===== src/rtl/key_debounce_pulse.sv =====
// key_debounce_pulse: synchronises N_KEY raw active-low buttons, filters bounce
// with a DEPTH-sample window advanced on rising edges of clk_debounce, and emits a
// clean per-key level plus a one-cycle press pulse.
// Optional feature macro: KEY_AUTOREPEAT_EN adds auto-repeat pulses while a key is held.
module key_debounce_pulse #(
  parameter int unsigned N_KEY        = 4,
  parameter int unsigned DEPTH        = 4,
  parameter int unsigned HOLD_TICKS   = 32,
  parameter int unsigned REPEAT_TICKS = 8
) (
  input  logic             clk,
  input  logic             rst_n,
  input  logic             clk_debounce,
  input  logic [N_KEY-1:0] key_n,
  output logic [N_KEY-1:0] key_level,
  output logic [N_KEY-1:0] key_pulse,
  output logic             key_any
);

`ifdef KEY_AUTOREPEAT_EN
  localparam int unsigned HoldMax = (HOLD_TICKS > REPEAT_TICKS) ? HOLD_TICKS : REPEAT_TICKS;
  localparam int unsigned CntW    = $clog2(HoldMax + 1);
  localparam logic [CntW-1:0] HoldCmp   = CntW'(HOLD_TICKS);
  localparam logic [CntW-1:0] RepeatCmp = CntW'(REPEAT_TICKS);
`endif

  typedef enum logic [1:0] {
    StReleased,
    StPressed
`ifdef KEY_AUTOREPEAT_EN
    , StRepeat
`endif
  } state_e;

  logic [N_KEY-1:0] sync1_q, sync2_q;
  logic [N_KEY-1:0] s;
  logic             dbc_q;
  logic             tick;
  logic [DEPTH-1:0] sh_q [N_KEY];
  logic [DEPTH-1:0] w    [N_KEY];
  logic [N_KEY-1:0] all_ones, all_zeros;
  state_e           state_q [N_KEY];
  state_e           state_d [N_KEY];
  logic [N_KEY-1:0] pulse_q, pulse_d;
`ifdef KEY_AUTOREPEAT_EN
  logic [CntW-1:0]  hold_q   [N_KEY];
  logic [CntW-1:0]  hold_d   [N_KEY];
  logic [CntW-1:0]  hold_inc [N_KEY];
`endif

  // Two-flop synchroniser; idle (released) value is 1.
  always_ff @(posedge clk or negedge rst_n) begin
    if (!rst_n) begin
      sync1_q <= '1;
      sync2_q <= '1;
    end else begin
      sync1_q <= key_n;
      sync2_q <= sync1_q;
    end
  end

  assign s = ~sync2_q;

  // Delayed copy of the divider output; reset to 1 so a level high at release is no tick.
  always_ff @(posedge clk or negedge rst_n) begin
    if (!rst_n) begin
      dbc_q <= 1'b1;
    end else begin
      dbc_q <= clk_debounce;
    end
  end

  assign tick = clk_debounce & ~dbc_q;

  // Candidate window including the current sample, and its all-ones/all-zeros decode.
  always_comb begin
    for (int i = 0; i < N_KEY; i++) begin
      w[i]         = {sh_q[i][DEPTH-2:0], s[i]};
      all_ones[i]  = &w[i];
      all_zeros[i] = ~|w[i];
`ifdef KEY_AUTOREPEAT_EN
      hold_inc[i]  = hold_q[i] + 1'b1;
`endif
    end
  end

  // Sample window shifts only on a tick.
  always_ff @(posedge clk or negedge rst_n) begin
    if (!rst_n) begin
      for (int i = 0; i < N_KEY; i++) sh_q[i] <= '0;
    end else if (tick) begin
      for (int i = 0; i < N_KEY; i++) sh_q[i] <= w[i];
    end
  end

  // Per-key state register.
  always_ff @(posedge clk or negedge rst_n) begin
    if (!rst_n) begin
      for (int i = 0; i < N_KEY; i++) state_q[i] <= StReleased;
    end else begin
      for (int i = 0; i < N_KEY; i++) state_q[i] <= state_d[i];
    end
  end

  // Next-state: only a tick moves a key; mixed windows hold the state (hysteresis).
  always_comb begin
    for (int i = 0; i < N_KEY; i++) begin
      state_d[i] = state_q[i];
      if (tick) begin
        case (state_q[i])
          StReleased: begin
            if (all_ones[i]) state_d[i] = StPressed;
          end
          StPressed: begin
            if (all_zeros[i]) state_d[i] = StReleased;
`ifdef KEY_AUTOREPEAT_EN
            else if (hold_inc[i] == HoldCmp) state_d[i] = StRepeat;
`endif
          end
`ifdef KEY_AUTOREPEAT_EN
          StRepeat: begin
            if (all_zeros[i]) state_d[i] = StReleased;
          end
`endif
          default: state_d[i] = StReleased;
        endcase
      end
    end
  end

  // Outputs: pulse request and hold counter update for the coming edge.
  always_comb begin
    for (int i = 0; i < N_KEY; i++) begin
      pulse_d[i] = 1'b0;
`ifdef KEY_AUTOREPEAT_EN
      hold_d[i]  = hold_q[i];
`endif
      if (tick) begin
        case (state_q[i])
          StReleased: begin
            if (all_ones[i]) begin
              pulse_d[i] = 1'b1;
`ifdef KEY_AUTOREPEAT_EN
              hold_d[i]  = '0;
`endif
            end
          end
`ifdef KEY_AUTOREPEAT_EN
          StPressed: begin
            if (all_zeros[i]) begin
              hold_d[i] = '0;
            end else if (hold_inc[i] == HoldCmp) begin
              pulse_d[i] = 1'b1;
              hold_d[i]  = '0;
            end else begin
              hold_d[i] = hold_inc[i];
            end
          end
          StRepeat: begin
            if (all_zeros[i]) begin
              hold_d[i] = '0;
            end else if (hold_inc[i] == RepeatCmp) begin
              pulse_d[i] = 1'b1;
              hold_d[i]  = '0;
            end else begin
              hold_d[i] = hold_inc[i];
            end
          end
`endif
          default: pulse_d[i] = 1'b0;
        endcase
      end
    end
  end

  // Pulse register; tick is a single-cycle event so each pulse lasts one clk.
  always_ff @(posedge clk or negedge rst_n) begin
    if (!rst_n) begin
      pulse_q <= '0;
    end else begin
      pulse_q <= pulse_d;
    end
  end

`ifdef KEY_AUTOREPEAT_EN
  // Hold/repeat counters.
  always_ff @(posedge clk or negedge rst_n) begin
    if (!rst_n) begin
      for (int i = 0; i < N_KEY; i++) hold_q[i] <= '0;
    end else begin
      for (int i = 0; i < N_KEY; i++) hold_q[i] <= hold_d[i];
    end
  end
`endif

  // Level is any non-released state; key_any is derived from registered state.
  always_comb begin
    for (int i = 0; i < N_KEY; i++) key_level[i] = (state_q[i] != StReleased);
    key_pulse = pulse_q;
    key_any   = |key_level;
  end

endmodule


===== config.mk =====
export PLATFORM = sky130hd
export DESIGN_NAME = key_debounce_pulse
export DESIGN_NICKNAME = d
export VERILOG_FILES = /design/src/rtl/key_debounce_pulse.sv
export SDC_FILE = /design/constraint.sdc
export NUM_CORES = 1
export LEC_CHECK = 0
export CELL_PAD_IN_SITES_DETAIL_PLACEMENT = 0
export CELL_PAD_IN_SITES_GLOBAL_PLACEMENT = 1
export CORE_MARGIN = 3
export CORE_UTILIZATION = 40
export CTS_CLUSTER_SIZE = 25
export DETAILED_ROUTE_END_ITERATION = 7
export PLACE_DENSITY_LB_ADDON = 0.2
export SLEW_MARGIN = 20
export SYNTH_ARGS = -nofsm -noshare
export SYNTH_HDL_FRONTEND = slang
export SYNTH_SLANG_ARGS = --single-unit

===== constraint.sdc =====
create_clock -name clk -period 3.1 [get_ports clk]
set_input_delay 0.62 -clock clk [delete_from_list [all_inputs] [get_ports clk]]
set_output_delay 0.62 -clock clk [all_outputs]
set_load 0.1 [all_outputs]

After elaboration in Yosys (flattened, before gate mapping)
Index checks and enable logic that the tools add are counted.

storage, ports and cells
  register bits = 33
  bits of input ports = 7

cells by class
  eq/ne operators = 12
  muxes and demuxes = 24
  bitwise logic cells = 3
  reduce and logical (&&, ||, !) cells = 21

operator list
  kind                  count
  $reduce_or A4 Y1      5
  $mux W2               8
  $ne A2 B2 Y1 const B  8
  $pmux W2 S2           4
  $reduce_and A4 Y1     4
  $mux W1               12
  $reduce_and A3 Y1     4
  $eq A2 B1 Y1 const B  4
  $logic_not A2 Y1      4
  $reduce_bool A2 Y1    4
  $not A4 Y4            1
  $and A1 B1 Y1         1
  $not A1 Y1            1

Logic depth before layout (Yosys ltp)
Gate-level depths: netlist of the first run.

  depth after elaboration = 5
  gate-level depth with buffers = 5
  mapped depth without buffers = 3

Least setup slack after synthesis of the first run
OpenSTA, ideal clock, no wires.

  path type = reg-to-output
  from = register state_q[2] (netlist name)
  to = output key_any
  arrival = 1.887 ns
  setup slack = 0.593 ns
  stages on the path, launching flop included = 3
  buffers on the path = 0
  path through = dfrtp_1 -> inv_1 -> nand4_1

between the ends
  longest elaborated chain between the ends = 2

ends and longest elaborated chain
  what                line  RTL
  start, declared     42    state_e state_q [N_KEY];
  $reduce_bool A2 Y1  198   for (int i = 0; i < N_KEY; i++) key_level[i] = (state_q[i] != StReleased);
  $reduce_or A4 Y1    200   key_any = |key_level;
  end, declared       17    output logic key_any

No other way between the ends.

Final worst setup path of the first run
  from = register state_q[0] (netlist name)
  to = output key_any

The elaborated chain is that of the path after synthesis.

==> results of run 1 <==
-- power by group through the flow --
stage / Clock (mW) / Sequential, mW / Combinational (mW)
2_1_floorplan: 0 / 0.448 / 0.0378
3_3_place_gp: 0 / 0.447 / 0.0663
3_5_place_dp: 0 / 0.447 / 0.0678
4_1_cts: 0.248 / 0.440 / 0.0684
5_1_grt: 0.265 / 0.446 / 0.0759
6_report: 0.233 / 0.440 / 0.0668
-- state kept, by name, summed over array words and instances, names as in the netlist --
name       flops
sh_q          12
key_pulse      4
state_q        4
sync1_q        4
sync2_q        4
dbc_q          1
-- layout make-up --
type,instances,share of cell area
clock buffers,8,0.0467
inverters,4,0.0119
multi-input cells,53,0.221
flip-flops and latches,29,0.585
well taps,28,0.0278
repair buffers,16,0.107
-- worst max path at each step --
stage / from / end / slack, ns / cells past startpoint
5_1_grt: clk_debounce / state_q[0] / 1.17 / 4
3_5_place_dp: clk_debounce / state_q[0] / 0.96 / 4
6_report: state_q[0] / key_any / 1.29 / 3
3_3_place_gp: clk_debounce / state_q[6] / 1.06 / 4
4_1_cts: state_q[0] / key_any / 1.26 / 3
2_1_floorplan: state_q[2] / key_any / 0.59 / 2
-- cell families after synthesis --
group,count (synthesis),share of synthesized area
DFF,29,0.699
AOI/OAI and AO/OA,12,0.0807
and+or+nand+nor,41,0.184
buffers and inverters,7,0.0368
-- routing by layer --
| metal | vias to the layer above | track usage | share of wire |
|---|---|---|---|
| met1 | 330 | 0.164 | 0.45 |
| li1 | 342 | - | - |
| met3 | 6 | 0.0701 | 0.066 |
| met2 | 17 | 0.185 | 0.46 |
| met4 | 0 | 0.0596 | 0.021 |
| met5 | - | 0 | 0 |
-- per-stage QoR --
| step | area, sq um | utilization | instances |
|---|---|---|---|
| 2_1_floorplan | 1050 | - | 89 |
| 3_3_place_gp | 1200 | 0.509 | 130 |
| 3_5_place_dp | 1200 | 0.509 | 130 |
| 4_1_cts | 1260 | 0.534 | 138 |
| 5_1_grt | 1260 | 0.534 | 138 |
| 6_report | 1260 | 0.534 | 138 |
-- placed cells by master, fill, tap and decap left out, types with 2 or more instances in the layout --
cell,count
nand2_1,28
dfrtp_1,20
buf_4,10
dfstp_2,9
clkdlybuf4s50_1,6
clkbuf_4,5
inv_1,4
o21ai_0,4
nand4_1,3
nor3_1,2
nand4b_1,2
nor3b_1,2
o41ai_1,2
a22oi_1,2
nor2_1,2
a31oi_1,2
o2bb2a_1,2
clkbuf_1,2
-- worst max-delay path: cells and delay by family, from the launching register on --
kind          cells  cell delay [ns]
buf+inv           2             0.37
flops             1             0.40
simple gates      1             0.10
==> impl_metrics.toml, run 1 <==
[run_status]
status = "finished clean"

[die]
dieArea_sq_um = 3290
ios = 16
initial_utilization = 0.447
coreArea_sq_um = 2360
row_count = 17
die_h_microns = 57.4
fp.dieW_microns = 57.4

[flow_run]
maxCapViolCount = 0

[global_routing]
grt_pass1_vias = 641
grt_usage = 0.131
grt_pass1_wl_microns = 3110
grt_max_degree = 30
grt-ovfl-total = 0
antenna_found_initial = 0

[final_layout]
layout-drive-gt1-share = 0.236
nets = 116
multiInputGateArea_sq_um = 279
antenna_cells = 0
ff_latch_area_sq_um = 737
nFillCells = 220
area_growth_pct = 19.5

[clock_tree]
cts_made_buffers = 5
clock-root-buffer = "clkbuf_4"
clkTransAtPathRegs_ns = 0.08
cts-resized-gates = 0
clk_latency_ns = 0.32
clock_sinks = 29
h-tree-depth = 2
cts_setup_buffers = 0
tritoncts = "built"
holdBufCountCts = 0
clockBufferDepth = 2

[route]
antenna_left = 0
drt-vias-per-instance = 5.04
dr_total_vias = 695
avgRoutedWirePerCell_microns = 12.7
route.detailed.drc = 0
drt_wl_total_microns = 1750
drt_iter0_drc = 9
drt_pass1_iterations = 4

[yosys]
avgSynthCellArea_sq_um = 11.9
ys_top_cells_by_count = "28 x nand2_1, 20 x dfrtp_1, 9 x dfstp_2"
syn-num-nets = 96
synth_edf_count = 0
ys_seq_area_frac = 0.699
synth_top_cell_area_share = 0.474
synthTopCellsByArea = "dfrtp_1 47%, dfstp_2 22%, nand2_1 10%"
netlist_area_sq_um = 1050
synth_most_common_cell = "nand2_1"
synth_cells = 89
ys.flop_type = "dfrtp_1"
synthArstFlopShare = 1.00
ys_types = 19
ys_ff_latch = 29
synth_top_cell_by_area = "dfrtp_1"
yosys_warnings = 0

[pwr]
combPwrFrac = 0.090
p_sw_mw = 0.190
power_mw = 0.740
ir_worst_vdd_mv = 0.330
clkPwrFrac = 0.315
pwr-share-seq = 0.595
p_per_area_nw_per_um2 = 588
leakagePower_nw = 0.600
switching_share = 0.257
p_int_mw = 0.550

[placed_design]
routabilityCongestion = 0.652
io_buffers = 15
hpwl_microns = 1160
post-place-ws_ns = 0.958

[sta]
finalWorstSetupSlack_ns = 1.29
timing.slew.headroom = 0.601
tightest_slew_ns = 0.599
setup_viol = 0
slew_viol_final = 0
whs_ns = 0.358
finClkSkew_ns = 0.0117
hold_viol_final = 0
period_share = 0.583
period_needed_ns = 1.81
rsz0062_at_grt = "no"
fmax_mhz = 553
setup-tns-final_ns = 0

[setup_path]
crit_chain = "inv_1 -> nand4_1 -> buf_4"
endpoint_kind = "primary output"
timing.rr.start = "dbc_q"
r2r_cells = 3
rr_endpoint = "state_q[0]"
crit_arrival_ns = 1.19
start_kind = "flip-flop"
crit_type = "reg2out"
slowest_stage = "dfrtp_1"
ff2ff_setup_slack_ns = 1.66
cp.required_ns = 2.48
crit_fanout = 4
slowest_delay_ns = 0.40

[worst_hold_path]
min_path_type = "reg2reg"
hp-start = "sync1_q[3]"
min_path_cells = 0
min_to = "sync2_q[3]"
(Power assumes the default switching activity.)
==> run 2, diff against run 1 <==
--- a/config.mk
+++ b/config.mk
@@ -8,7 +8,7 @@
 export CELL_PAD_IN_SITES_DETAIL_PLACEMENT = 0
 export CELL_PAD_IN_SITES_GLOBAL_PLACEMENT = 1
 export CORE_MARGIN = 3
-export CORE_UTILIZATION = 40
+export CORE_UTILIZATION = 37
 export CTS_CLUSTER_SIZE = 25
 export DETAILED_ROUTE_END_ITERATION = 7
 export PLACE_DENSITY_LB_ADDON = 0.2
==> constraint.sdc (replaced) <==
create_clock -name clk -period 1.56 [get_ports clk]
set_input_delay 0.312 -clock clk [delete_from_list [all_inputs] [get_ports clk]]
set_output_delay 0.312 -clock clk [all_outputs]
set_load 0.1 [all_outputs]
==> run 2 against run 1 <==
Effect of this change: cell area grew 16%; combinational power increased by 130%; largest cell class unchanged; worst setup slack lost 1.3 ns; critical endpoint unchanged; sequential cell count did not move; largest power group unchanged; power is 97% higher; clock power is 84% higher; utilization up 2.9 points; via count rose by 3.5%.
==> impl_metrics.toml, run 2 (same netlist as run 1, synthesis figures left out) <==
[pwr]
leakagePower_nw = 0.662
pwr-share-seq = 0.601
combPwrFrac = 0.105
power_mw = 1.46
switching_share = 0.273
p_int_mw = 1.06
p_sw_mw = 0.399
ir_worst_vdd_mv = 0.697
clkPwrFrac = 0.294
p_per_area_nw_per_um2 = 1000

[setup_path]
endpoint_kind = "primary output"
cp_num_buf_inv = 2
crit_family = "flip-flops"
cp.required_ns = 1.25
crit_chain = "inv_2 -> nand4_1 -> buf_12"
crit_type = "reg2out"
crit_fanout = 2
slowest_delay_ns = 0.49
start_kind = "flip-flop"
slowest_stage = "dfrtp_4"
crit_arrival_ns = 1.22

[final_layout]
design_area_sq_um = 1460
instances_no_fill = 149
nFillCells = 220
layout-drive-gt1-share = 0.378
final_common_cell = "nand2_1"
area_growth_pct = 38.1
antenna_cells = 0
regMostFlops = "sh_q"
ff_latch_area_sq_um = 752
largest_reg_flops = 12
nets = 125
multiInputGateArea_sq_um = 279
mostFrequentLayoutCells = "28 x nand2_1, 16 x dfrtp_1, 10 x buf_4"

[die]
coreArea_sq_um = 2590
initial_utilization = 0.407
row_count = 18
die_h_microns = 59.4
dieArea_sq_um = 3530
fp.dieW_microns = 59.4
ios = 16

[global_routing]
grt_pass1_vias = 739
grt-ovfl-total = 0
grt_usage = 0.126
grt.met3_usage = 0.0501
met1_usage = 0.146
busiest_layer = "met2"
grt_max_degree = 30
met2_usage = 0.195
grt_pass1_wl_microns = 3170
antenna_found_initial = 0

[clock_tree]
clock_sinks = 29
clockBufferDepth = 2
clkTransAtPathRegs_ns = 0.09
clock-root-buffer = "clkbuf_4"
tritoncts = "built"
holdBufCountCts = 0
cts_made_buffers = 5
clk_latency_ns = 0.32
h-tree-depth = 2

[placed_design]
hpwl_microns = 1260
placed_area_sq_um = 1360
io_buffers = 15
routabilityCongestion = 0.694
dp_cells = 136

[worst_hold_path]
min_path_type = "in2async"

[sta]
slew_viol_final = 0
rsz0062_at_grt = "yes"
setup-tns-final_ns = 0
fmax_mhz = 651
setup_viol = 0
timing.slew.headroom = 0.766
tightest_slew_ns = 0.351
finClkSkew_ns = 0.00361
period_share = 0.985
period_needed_ns = 1.54
hold_viol_final = 0

[flow_run]
maxCapViolCount = 0

[route]
drt_iter0_drc = 10
drt-vias-per-instance = 4.83
route.detailed.drc = 0
drt_wl_total_microns = 1790
dr_total_vias = 719
drt_pass1_iterations = 4
antenna_left = 0
avgRoutedWirePerCell_microns = 12.0

[run_status]
status = "finished clean"
## run 2: cell types whose count changed in the layout (fill, tap and decap cells not counted)
cell,previous run,this run
clkinvlp_4,0,1
buf_12,0,9
dfrtp_4,0,4
inv_2,0,3
inv_1,4,0
clkbuf_1,2,0
dfrtp_1,20,16
inv_4,0,1
clkinv_2,0,2
clkbuf_8,1,0
## run 2: routing by layer
| metal | vias to the layer above | routed length [microns] |
|---|---|---|
| li1 | 356 | - |
| met1 | 342 | 849 |
| met2 | 16 | 805 |
| met3 | 5 | 106 |
| met4 | 0 | 32 |
| met5 | - | 0 |
## run 2: what timing repair did
action / in CTS / in global routing
endpoints found under the setup margin: 1 / 1
resized for setup: 1 / 0
pin swaps: 1 / 0
setup buffers: 5 / 0
## run 2: worst register-to-register path: stages (launching register included)
cell and delay [ns]:
dfstp_2 0.56, nand2b_1 0.19, buf_4 0.20, nand2_1 0.06, o21ai_0 0.07
## run 2: layout make-up
type                       instances  area share
sequential                        29       0.516
timing repair buffer              25       0.216
multi-input combinational         53       0.192
clock buffer                       5      0.0258
tap                               30      0.0258
clock inverter                     3      0.0120
inverter                           4      0.0120
## run 2: power groups by stage
stage                     combinational, mW  sequential, mW  clock [mW]
after floorplan                      0.0752           0.893           0
after global placement                0.148           0.889           0
after detailed placement              0.152           0.891           0
after CTS                             0.157           0.875       0.451
after global routing                  0.172           0.885       0.490
final                                 0.154           0.876       0.429
## run 2: path summary, 6_finish.rpt
check	from	end	slack, ns	cells past startpoint
setup / recovery	state_q[2]	key_any	0.02	3
hold / removal	rst_n	key_pulse[1]	0.36	2
setup reg to reg	dbc_q	sh_q[8]	0.39	4
hold reg to reg	sync1_q[3]	sync2_q[3]	0.36	0
max in group asynchronous	rst_n	sync1_q[3]	0.89	2
min in group clk	sync1_q[3]	sync2_q[3]	0.36	0
## run 2: stage by stage
stage                     hold WS (ns)   util  setup WS [ns]
after floorplan                 0.0164      -         -0.363
after global placement           0.346  0.526        -0.0469
after detailed placement         0.347  0.526        -0.0657
after CTS                        0.358  0.562        0.00141
after global routing             0.356  0.562        -0.0585
final                            0.357  0.562         0.0236
